## src/rtl/spi_block_crc_check.sv

```systemverilog
// spi_block_crc_check
//   Receive-side framing and CRC check for SD-style SPI data blocks.
//   Hunts for the start token, forwards BLOCK_LEN payload bytes downstream
//   and into an external byte-wise CRC16 engine, captures the engine result,
//   compares it with the two trailing CRC bytes and reports the outcome.
//
// Ports
//   clk, rst              clock, synchronous active-high reset
//   arm                   start a block receive (honoured only in IDLE)
//   abort                 return to IDLE at once, no done pulse
//   rx_data, rx_valid     byte stream from the SPI receiver
//   out_data, out_valid   forwarded payload bytes (registered)
//   crc_clr, crc_start,   control/data towards the CRC engine
//   crc_data
//   crc_in, crc_rdy       CRC engine result and its strobe
//   busy                  high in every state except IDLE
//   done                  one-cycle completion pulse
//   crc_ok, crc_err,      status flags, exactly one set after each done;
//   tok_err, timeout      held until the next arm
//   err_token             offending byte when tok_err=1
module spi_block_crc_check #(
  parameter int         BLOCK_LEN     = 512,
  parameter logic [7:0] START_TOKEN   = 8'hFE,
  parameter int         TOKEN_TIMEOUT = 1024
) (
  input  logic        clk,
  input  logic        rst,
  input  logic        arm,
  input  logic        abort,
  input  logic [7:0]  rx_data,
  input  logic        rx_valid,
  output logic [7:0]  out_data,
  output logic        out_valid,
  output logic        crc_clr,
  output logic        crc_start,
  output logic [7:0]  crc_data,
  input  logic [15:0] crc_in,
  input  logic        crc_rdy,
  output logic        busy,
  output logic        done,
  output logic        crc_ok,
  output logic        crc_err,
  output logic        tok_err,
  output logic        timeout,
  output logic [7:0]  err_token
);

  localparam int CNT_W = $clog2(BLOCK_LEN);
  localparam int FF_W  = $clog2(TOKEN_TIMEOUT + 1);
  localparam logic [CNT_W-1:0] LAST_BYTE = CNT_W'(BLOCK_LEN - 1);
  localparam logic [FF_W-1:0]  FF_LAST   = FF_W'(TOKEN_TIMEOUT - 1);

  typedef enum logic [2:0] {
    IDLE,
    WAIT_TOKEN,
    DATA,
    CRC_HI,
    CRC_LO,
    CHECK
  } state_t;

  state_t            state;
  logic [CNT_W-1:0]  byte_cnt;
  logic [FF_W-1:0]   ff_cnt;
  logic [15:0]       crc_cap;
  logic [15:0]       rx_crc;

  assign busy = (state != IDLE);

  always_ff @(posedge clk) begin
    if (rst) begin
      state     <= IDLE;
      byte_cnt  <= '0;
      ff_cnt    <= '0;
      crc_cap   <= '0;
      rx_crc    <= '0;
      out_data  <= '0;
      out_valid <= 1'b0;
      crc_clr   <= 1'b0;
      crc_start <= 1'b0;
      crc_data  <= '0;
      done      <= 1'b0;
      crc_ok    <= 1'b0;
      crc_err   <= 1'b0;
      tok_err   <= 1'b0;
      timeout   <= 1'b0;
      err_token <= '0;
    end else begin
      // Strobes default low so every pulse lasts exactly one cycle.
      crc_clr   <= 1'b0;
      crc_start <= 1'b0;
      out_valid <= 1'b0;
      done      <= 1'b0;

      // The engine result is captured whenever offered; with back-to-back
      // bytes the last payload CRC lands here by the CHECK cycle.
      if (crc_rdy) begin
        crc_cap <= crc_in;
      end

      if (abort) begin
        state <= IDLE;
      end else begin
        unique case (state)
          IDLE: begin
            if (arm) begin
              crc_clr <= 1'b1;
              crc_ok  <= 1'b0;
              crc_err <= 1'b0;
              tok_err <= 1'b0;
              timeout <= 1'b0;
              ff_cnt  <= '0;
              state   <= WAIT_TOKEN;
            end
          end

          WAIT_TOKEN: begin
            if (rx_valid) begin
              if (rx_data == START_TOKEN) begin
                byte_cnt <= '0;
                state    <= DATA;
              end else if (rx_data == 8'hFF) begin
                ff_cnt <= ff_cnt + FF_W'(1);
                if (ff_cnt == FF_LAST) begin
                  timeout <= 1'b1;
                  done    <= 1'b1;
                  state   <= IDLE;
                end
              end else begin
                err_token <= rx_data;
                tok_err   <= 1'b1;
                done      <= 1'b1;
                state     <= IDLE;
              end
            end
          end

          DATA: begin
            if (rx_valid) begin
              crc_start <= 1'b1;
              crc_data  <= rx_data;
              out_valid <= 1'b1;
              out_data  <= rx_data;
              byte_cnt  <= byte_cnt + CNT_W'(1);
              if (byte_cnt == LAST_BYTE) begin
                state <= CRC_HI;
              end
            end
          end

          CRC_HI: begin
            if (rx_valid) begin
              rx_crc[15:8] <= rx_data;
              state        <= CRC_LO;
            end
          end

          CRC_LO: begin
            if (rx_valid) begin
              rx_crc[7:0] <= rx_data;
              state       <= CHECK;
            end
          end

          CHECK: begin
            if (crc_cap == rx_crc) begin
              crc_ok <= 1'b1;
            end else begin
              crc_err <= 1'b1;
            end
            done  <= 1'b1;
            state <= IDLE;
          end

          default: state <= IDLE;
        endcase
      end
    end
  end

endmodule

```

## config.mk

```make
export PLATFORM = sky130hd
export DESIGN_NAME = spi_block_crc_check
export DESIGN_NICKNAME = d
export VERILOG_FILES = /design/src/rtl/spi_block_crc_check.sv
export SDC_FILE = /design/constraint.sdc
export NUM_CORES = 1
export LEC_CHECK = 0
export BUFFER_PORTS_ARGS = -buffer_cell sky130_fd_sc_hd__buf_2
export CELL_PAD_IN_SITES_DETAIL_PLACEMENT = 1
export CELL_PAD_IN_SITES_GLOBAL_PLACEMENT = 2
export CORE_ASPECT_RATIO = 1.1
export CORE_MARGIN = 2
export CORE_UTILIZATION = 34
export CTS_CLUSTER_DIAMETER = 80
export DETAILED_ROUTE_END_ITERATION = 8
export PLACE_DENSITY_LB_ADDON = 0.25
export SYNTH_ARGS = -nofsm -noshare
export SYNTH_HDL_FRONTEND = slang
export SYNTH_SLANG_ARGS = --single-unit
```

## constraint.sdc

```tcl
create_clock -name clk -period 2.7 [get_ports clk]
set_clock_uncertainty 0.2 [all_clocks]
set_input_delay 0.27 -clock clk [delete_from_list [all_inputs] [get_ports clk]]
set_output_delay 0.27 -clock clk [all_outputs]
set_load 0.02 [all_outputs]
```

-- After elaboration in Yosys (flattened, before gate mapping)
Index checks and enable logic that the tools add are counted.
- bits in registers: 78
- output and inout port bits: 33
- word-level logic and storage cells: 105
- bitwise logic cells: 5
- add/subtract/negate cells: 2
- reductions and logical operators: 19
- equality and inequality tests: 24
- multiplexer cells: 40
- operators with widths (kind ; count):
    $mux W11 ; 4
    $mux W3 ; 9
    $mux W9 ; 3
    $ne A2 B2 Y1 const B ; 13
    $pmux W11 S2 ; 1
    $pmux W9 S2 ; 1
    $eq A16 B16 Y1 ; 1
    $eq A8 B8 Y1 const B ; 2
    $mux W1 ; 16
    $pmux W3 S5 ; 1
    $reduce_and A7 Y1 ; 2
    $reduce_and A6 Y1 ; 2
    $add A11 B1 Y11 const B ; 1
    $eq A11 B10 Y1 const B ; 1
    $pmux W1 S2 ; 5
    $reduce_and A5 Y1 ; 2
    $add A9 B1 Y9 const B ; 1
    $eq A9 B9 Y1 const B ; 1
    $reduce_and A3 Y1 ; 3
    $reduce_and A4 Y1 ; 2
    $eq A3 B2 Y1 const B ; 2
    $eq A3 B3 Y1 const B ; 2
    $reduce_bool A2 Y1 ; 3
    $reduce_or A3 Y1 ; 2
    other kinds (6) ; 10

-- Logic depth before layout (Yosys ltp)
- depth in word-level cells: 6
- gate-level depth with buffers: 8

-- Worst setup path before layout
OpenSTA, ideal clock, no wires.
- path type: reg-to-reg
- start: register byte_cnt[0]
- end: register state[0]
- path slack: 0.632 ns
- cell stages (with the launch flop): 9
- data arrival time: 1.797 ns
- clock period less this slack: 2.068 ns
- path through: dfxtp_1 > ha_1 > nand3_1 > nor2_1 > and3_1 > ha_1 > a2111oi_0 > a2111o_1 > mux2i_1
- cells in the longest elaborated chain, start to end: 3
- RTL lines (what ; line ; text):
    start, declared ; 63 ; logic [CNT_W-1:0] byte_cnt;
    start signal, assigned ; 144 ; byte_cnt <= byte_cnt + CNT_W'(1);
    $eq A9 B9 Y1 ; 145 ; if (byte_cnt == LAST_BYTE) begin
    $ne A2 B2 Y1 (no source line) ; n/a ;
    $reduce_and A7 Y1 (no source line) ; n/a ;
    end signal, assigned ; 146 ; state <= CRC_HI;
    end signal, assigned ; 154 ; state <= CRC_LO;
    end signal, assigned ; 161 ; state <= CHECK;
    end, declared ; 62 ; state_t state;
Every way passes these cells.
A chain may end at the register's enable or synchronous reset.

-- Worst setup path in the final report
Same ends and word-level chain as after synthesis.

==> impl_summary.log <==
INFO  metric post_synthesis_async_set_or_reset_flop_share = 0
INFO  metric post_synth_edffs = 0
INFO  metric wirelength_met1 = 4180 microns
INFO  metric met2_wirelength = 4760 microns
INFO  metric hold_slack = 3.88 ps
INFO  metric floorplan.initialDensity = 0.347
INFO  metric grt.total_usage = 0.177
INFO  metric worst_hold_path_stage_count = 3
INFO  metric cts_sinks = 78
INFO  metric hpwl = 6500 microns
INFO  metric p_clk_frac = 0.461
INFO  metric rows = 39
INFO  metric dp_worst_setup_slack = 422 ps
INFO  metric cts_tree = done
INFO  metric timing.rr.start = byte_cnt[0]
INFO  metric die_outline_area = 11400 sq um
INFO  metric io_buffer_count = 62
INFO  metric fillers = 1215
INFO  metric timing.critical_path.to_type = flip-flop
INFO  metric setup_tns = 0 ps
INFO  metric hold_class = in -> reg
INFO  metric die_boundary_width = 102 microns
INFO  metric grt.overflow.total = 0
INFO  metric die_h = 112 microns
INFO  metric pin_count_of_the_biggest_net_entering_global_routing = 39
INFO  metric leakage = 1.82 nW
INFO  metric clock_tree.htree_level_count = 3
INFO  metric design.portCount = 63
INFO  metric synthSimpleGateAreaFrac = 0.214
INFO  metric layout_setup_ws = 437 ps
INFO  metric final_nets = 483
INFO  metric synth_warnings = 0
INFO  metric grt_antenna_before_repair = 0
INFO  metric synthFlopType = dfxtp_1
INFO  metric critical_path.reg2reg.endpoint = state[0]
INFO  metric critPathArrivalTime = 2330 ps
INFO  metric drt_iter0_drc = 69
INFO  metric slew_limit_fails = 0
INFO  metric drc = 0
INFO  metric comb_power_share = 0.076
INFO  metric detail-route-antenna-nets = 0
INFO  metric post_synth_mux_area_share = 0.124
INFO  metric highest-signal-layer = met4
INFO  metric status = finished clean
INFO  metric power.density_cell_area = 588 nW/um^2
INFO  metric clkSlewWorstSetupHoldPaths = 60 ps
INFO  metric vdd_drop_max = 0.000331 V
INFO  metric netlist_area = 3570 sq um
INFO  metric numPlacedInstances = 567
INFO  metric diodes = 0
INFO  metric layout-area-overhead-vs-synth = 22.2%
INFO  metric synth-compound-area-share = 0.126
INFO  metric timing.setup.critical_path_class = reg -> reg
INFO  metric timing.fmax = 442 MHz
INFO  metric worstPathRequired = 2770 ps
INFO  metric first_global_vias = 3069
INFO  metric finalSetupViolCount = 0
INFO  metric post_syn_nets = 420
INFO  metric max_buffers_root_to_sink = 2
INFO  metric p_seq_frac = 0.463
INFO  metric switchingPower = 0.601 mW
INFO  metric number_of_cells_traversed_by_the_worst_register_to_register_path = 8
INFO  metric route.final.wire_length = 9370 microns
INFO  metric internal-power = 1.97 mW
INFO  metric synth.distinct_cells = 56
INFO  metric rsz0062_at_grt = no
INFO  metric wl_per_cell = 15.7 microns
INFO  metric drtPass1Iterations = 4
INFO  metric synth_top_family_by_area = simple AND/OR/NAND/NOR gates
INFO  metric synthCells = 387
INFO  metric critPathLaunch = byte_cnt[0]
INFO  metric maximum_capacitance_violations = 0
INFO  metric synthesis.area_per_instance = 9.24 sq um
INFO  metric fp.coreArea = 10300 sq um
INFO  metric final_cell_count_no_fill = 598
INFO  metric timing.critical_path.from_type = flip-flop
INFO  metric cts_root_buffer = clkbuf_16
INFO  metric drive_above_1_share = 0.202
INFO  metric yosys.area_share.xor_xnor = 0.0392
INFO  metric cts_buffers = 9
INFO  metric final_hold_viol_count = 0
INFO  metric grt_pass1_wl = 15600 microns
INFO  metric route.detailed.vias_per_inst = 5.05
INFO  metric power.switching_fraction = 0.234
INFO  metric cts_resized = 0
INFO  metric regToRegSetupSlack = 440 ps
INFO  metric via_count = 3020
INFO  metric number_of_synthesized_register_bits = 78
INFO  metric final.min_clock_period = 2260 ps
INFO  metric holdPathEnd = crc_cap[12]
INFO  metric met3_length = 258 microns
INFO  metric clock_insertion_delay_worst_skew = 340 ps
INFO  metric relSlewSlack = 0.534
INFO  metric hold_path.startpoint = crc_in[12]
INFO  metric cp_max_fo = 4
INFO  metric final_min_period_over_clock_period = 0.838
INFO  metric post-layout-total-power = 2.57 mW
INFO  metric seq_area_frac_synth = 0.437
INFO  metric yosys.area_share.adder = 0.0105
INFO  metric tightest_pin_transition = 699 ps
INFO  metric gp_congestion = 0.744
## cells in the mapped netlist, types with 4 or more instances
| master | n | share of area |
|---|---|---|
| o21a_1 | 4 | 0.0084 |
| nand2_1 | 31 | 0.033 |
| or4_1 | 8 | 0.017 |
| mux2i_1 | 43 | 0.12 |
| dfxtp_1 | 78 | 0.44 |
| or3_1 | 4 | 0.0070 |
| o21ai_0 | 4 | 0.0056 |
| nand2b_1 | 5 | 0.0088 |
| nand4_1 | 5 | 0.0088 |
| xor2_1 | 4 | 0.0098 |
| nand3_1 | 10 | 0.014 |
| nor2_1 | 49 | 0.051 |
| nor3_1 | 5 | 0.0070 |
| buf_4 | 9 | 0.019 |
| nand4b_1 | 5 | 0.012 |
| clkbuf_1 | 13 | 0.014 |
| a21oi_1 | 28 | 0.039 |
| o31ai_1 | 9 | 0.019 |
| buf_2 | 6 | 0.0084 |
| o21ai_1 | 6 | 0.0084 |
| xnor2_1 | 12 | 0.029 |
## power groups by stage
stage	combinational [mW]	clock, mW	sequential [mW]
after CTS	0.198	1.22	1.19
after floorplan	0.109	0	1.21
after global routing	0.219	1.27	1.19
after detailed placement	0.180	0	1.21
after global placement	0.178	0	1.21
final	0.195	1.18	1.19
## cell type report
cell class / instances / area [sq um] / area share
multi-input combinational: 276 / 1830 / 0.420
sequential: 78 / 1560 / 0.358
timing repair buffer: 82 / 498 / 0.114
clock buffer: 12 / 236 / 0.0542
tap: 143 / 179 / 0.0410
clock inverter: 4 / 47.5 / 0.0109
inverter: 3 / 11.3 / 0.00258
## per-layer routing
metal | global-route usage | vias to the layer above
li1 | - | 1502
met1 | 0.226 | 1466
met2 | 0.293 | 40
met3 | 0.0301 | 12
met4 | 0.0730 | 0
met5 | 0 | -
## how the worst max path moves through the flow
| stage | endpoint | slack, ps | cells past startpoint |
|---|---|---|---|
| after floorplan | state[0] | 630 | 8 |
| after global placement | state[0] | 510 | 8 |
| after detailed placement | state[0] | 420 | 8 |
| after CTS | state[0] | 410 | 8 |
| after global routing | state[0] | 250 | 8 |
| final | state[0] | 440 | 8 |
## critical path, stage by stage (launching register included)
cell       delay (ps)
dfxtp_1           330
ha_1              230
nand3_1           130
nor2_1             90
and3_1            190
ha_1              170
a2111oi_0         430
a2111o_1          240
mux2i_1           190
## flip-flops by register name (all words and copies together), names as in the netlist
signal     flops
crc_cap       16
err_token      8
byte_cnt       9
rx_crc        16
tok_err        1
crc_err        1
crc_clr        1
state          3
done           1
crc_start      1
timeout        1
crc_ok         1
crc_data       8
ff_cnt        11
## stage by stage
stage,util,cell area (sq um)
after floorplan,-,3570
after global placement,0.382,3930
after detailed placement,0.382,3930
after CTS,0.424,4370
after global routing,0.424,4370
final,0.424,4370
## logic make-up (layout without fill, tap and decap cells)
kind of cell | after synthesis | count (layout)
xor gates and xnor gates | 16 | 16
adders and majority gates | 3 | 3
buffers and inverters | 33 | 101
and+or+nand+nor | 145 | 145
muxes | 44 | 44
DFF | 78 | 78
AOI/OAI and AO/OA | 68 | 68
## cells in the final DEF (no fill, tap or decap), types with 2 or more instances in the layout
cell	count
nor2b_1	2
and3_1	2
nor2_2	2
dlygate4sd3_1	15
clkbuf_16	9
nand4b_1	5
or3_1	4
or4_1	8
nor3_1	5
o21ai_0	4
inv_1	3
clkinv_2	2
a41oi_1	2
nand2b_1	5
nand2_1	31
o31ai_1	9
o32ai_1	2
o21a_1	4
o21ai_1	6
mux2i_1	43
nand3_1	10
xor2_1	4
xnor2_1	12
or3b_1	2
dfxtp_1	78
buf_2	62
nor2_1	49
ha_1	3
buf_4	5
a311oi_1	2
clkbuf_1	3
and4_1	3
nand4_1	5
a21oi_1	28
## what timing repair did
action / in CTS / in global routing
buffers inserted: 0 / 0
hold endpoints to repair: 15 / 0
hold buffers: 15 / 0
Note: power is estimated with default switching activity, not from simulation.
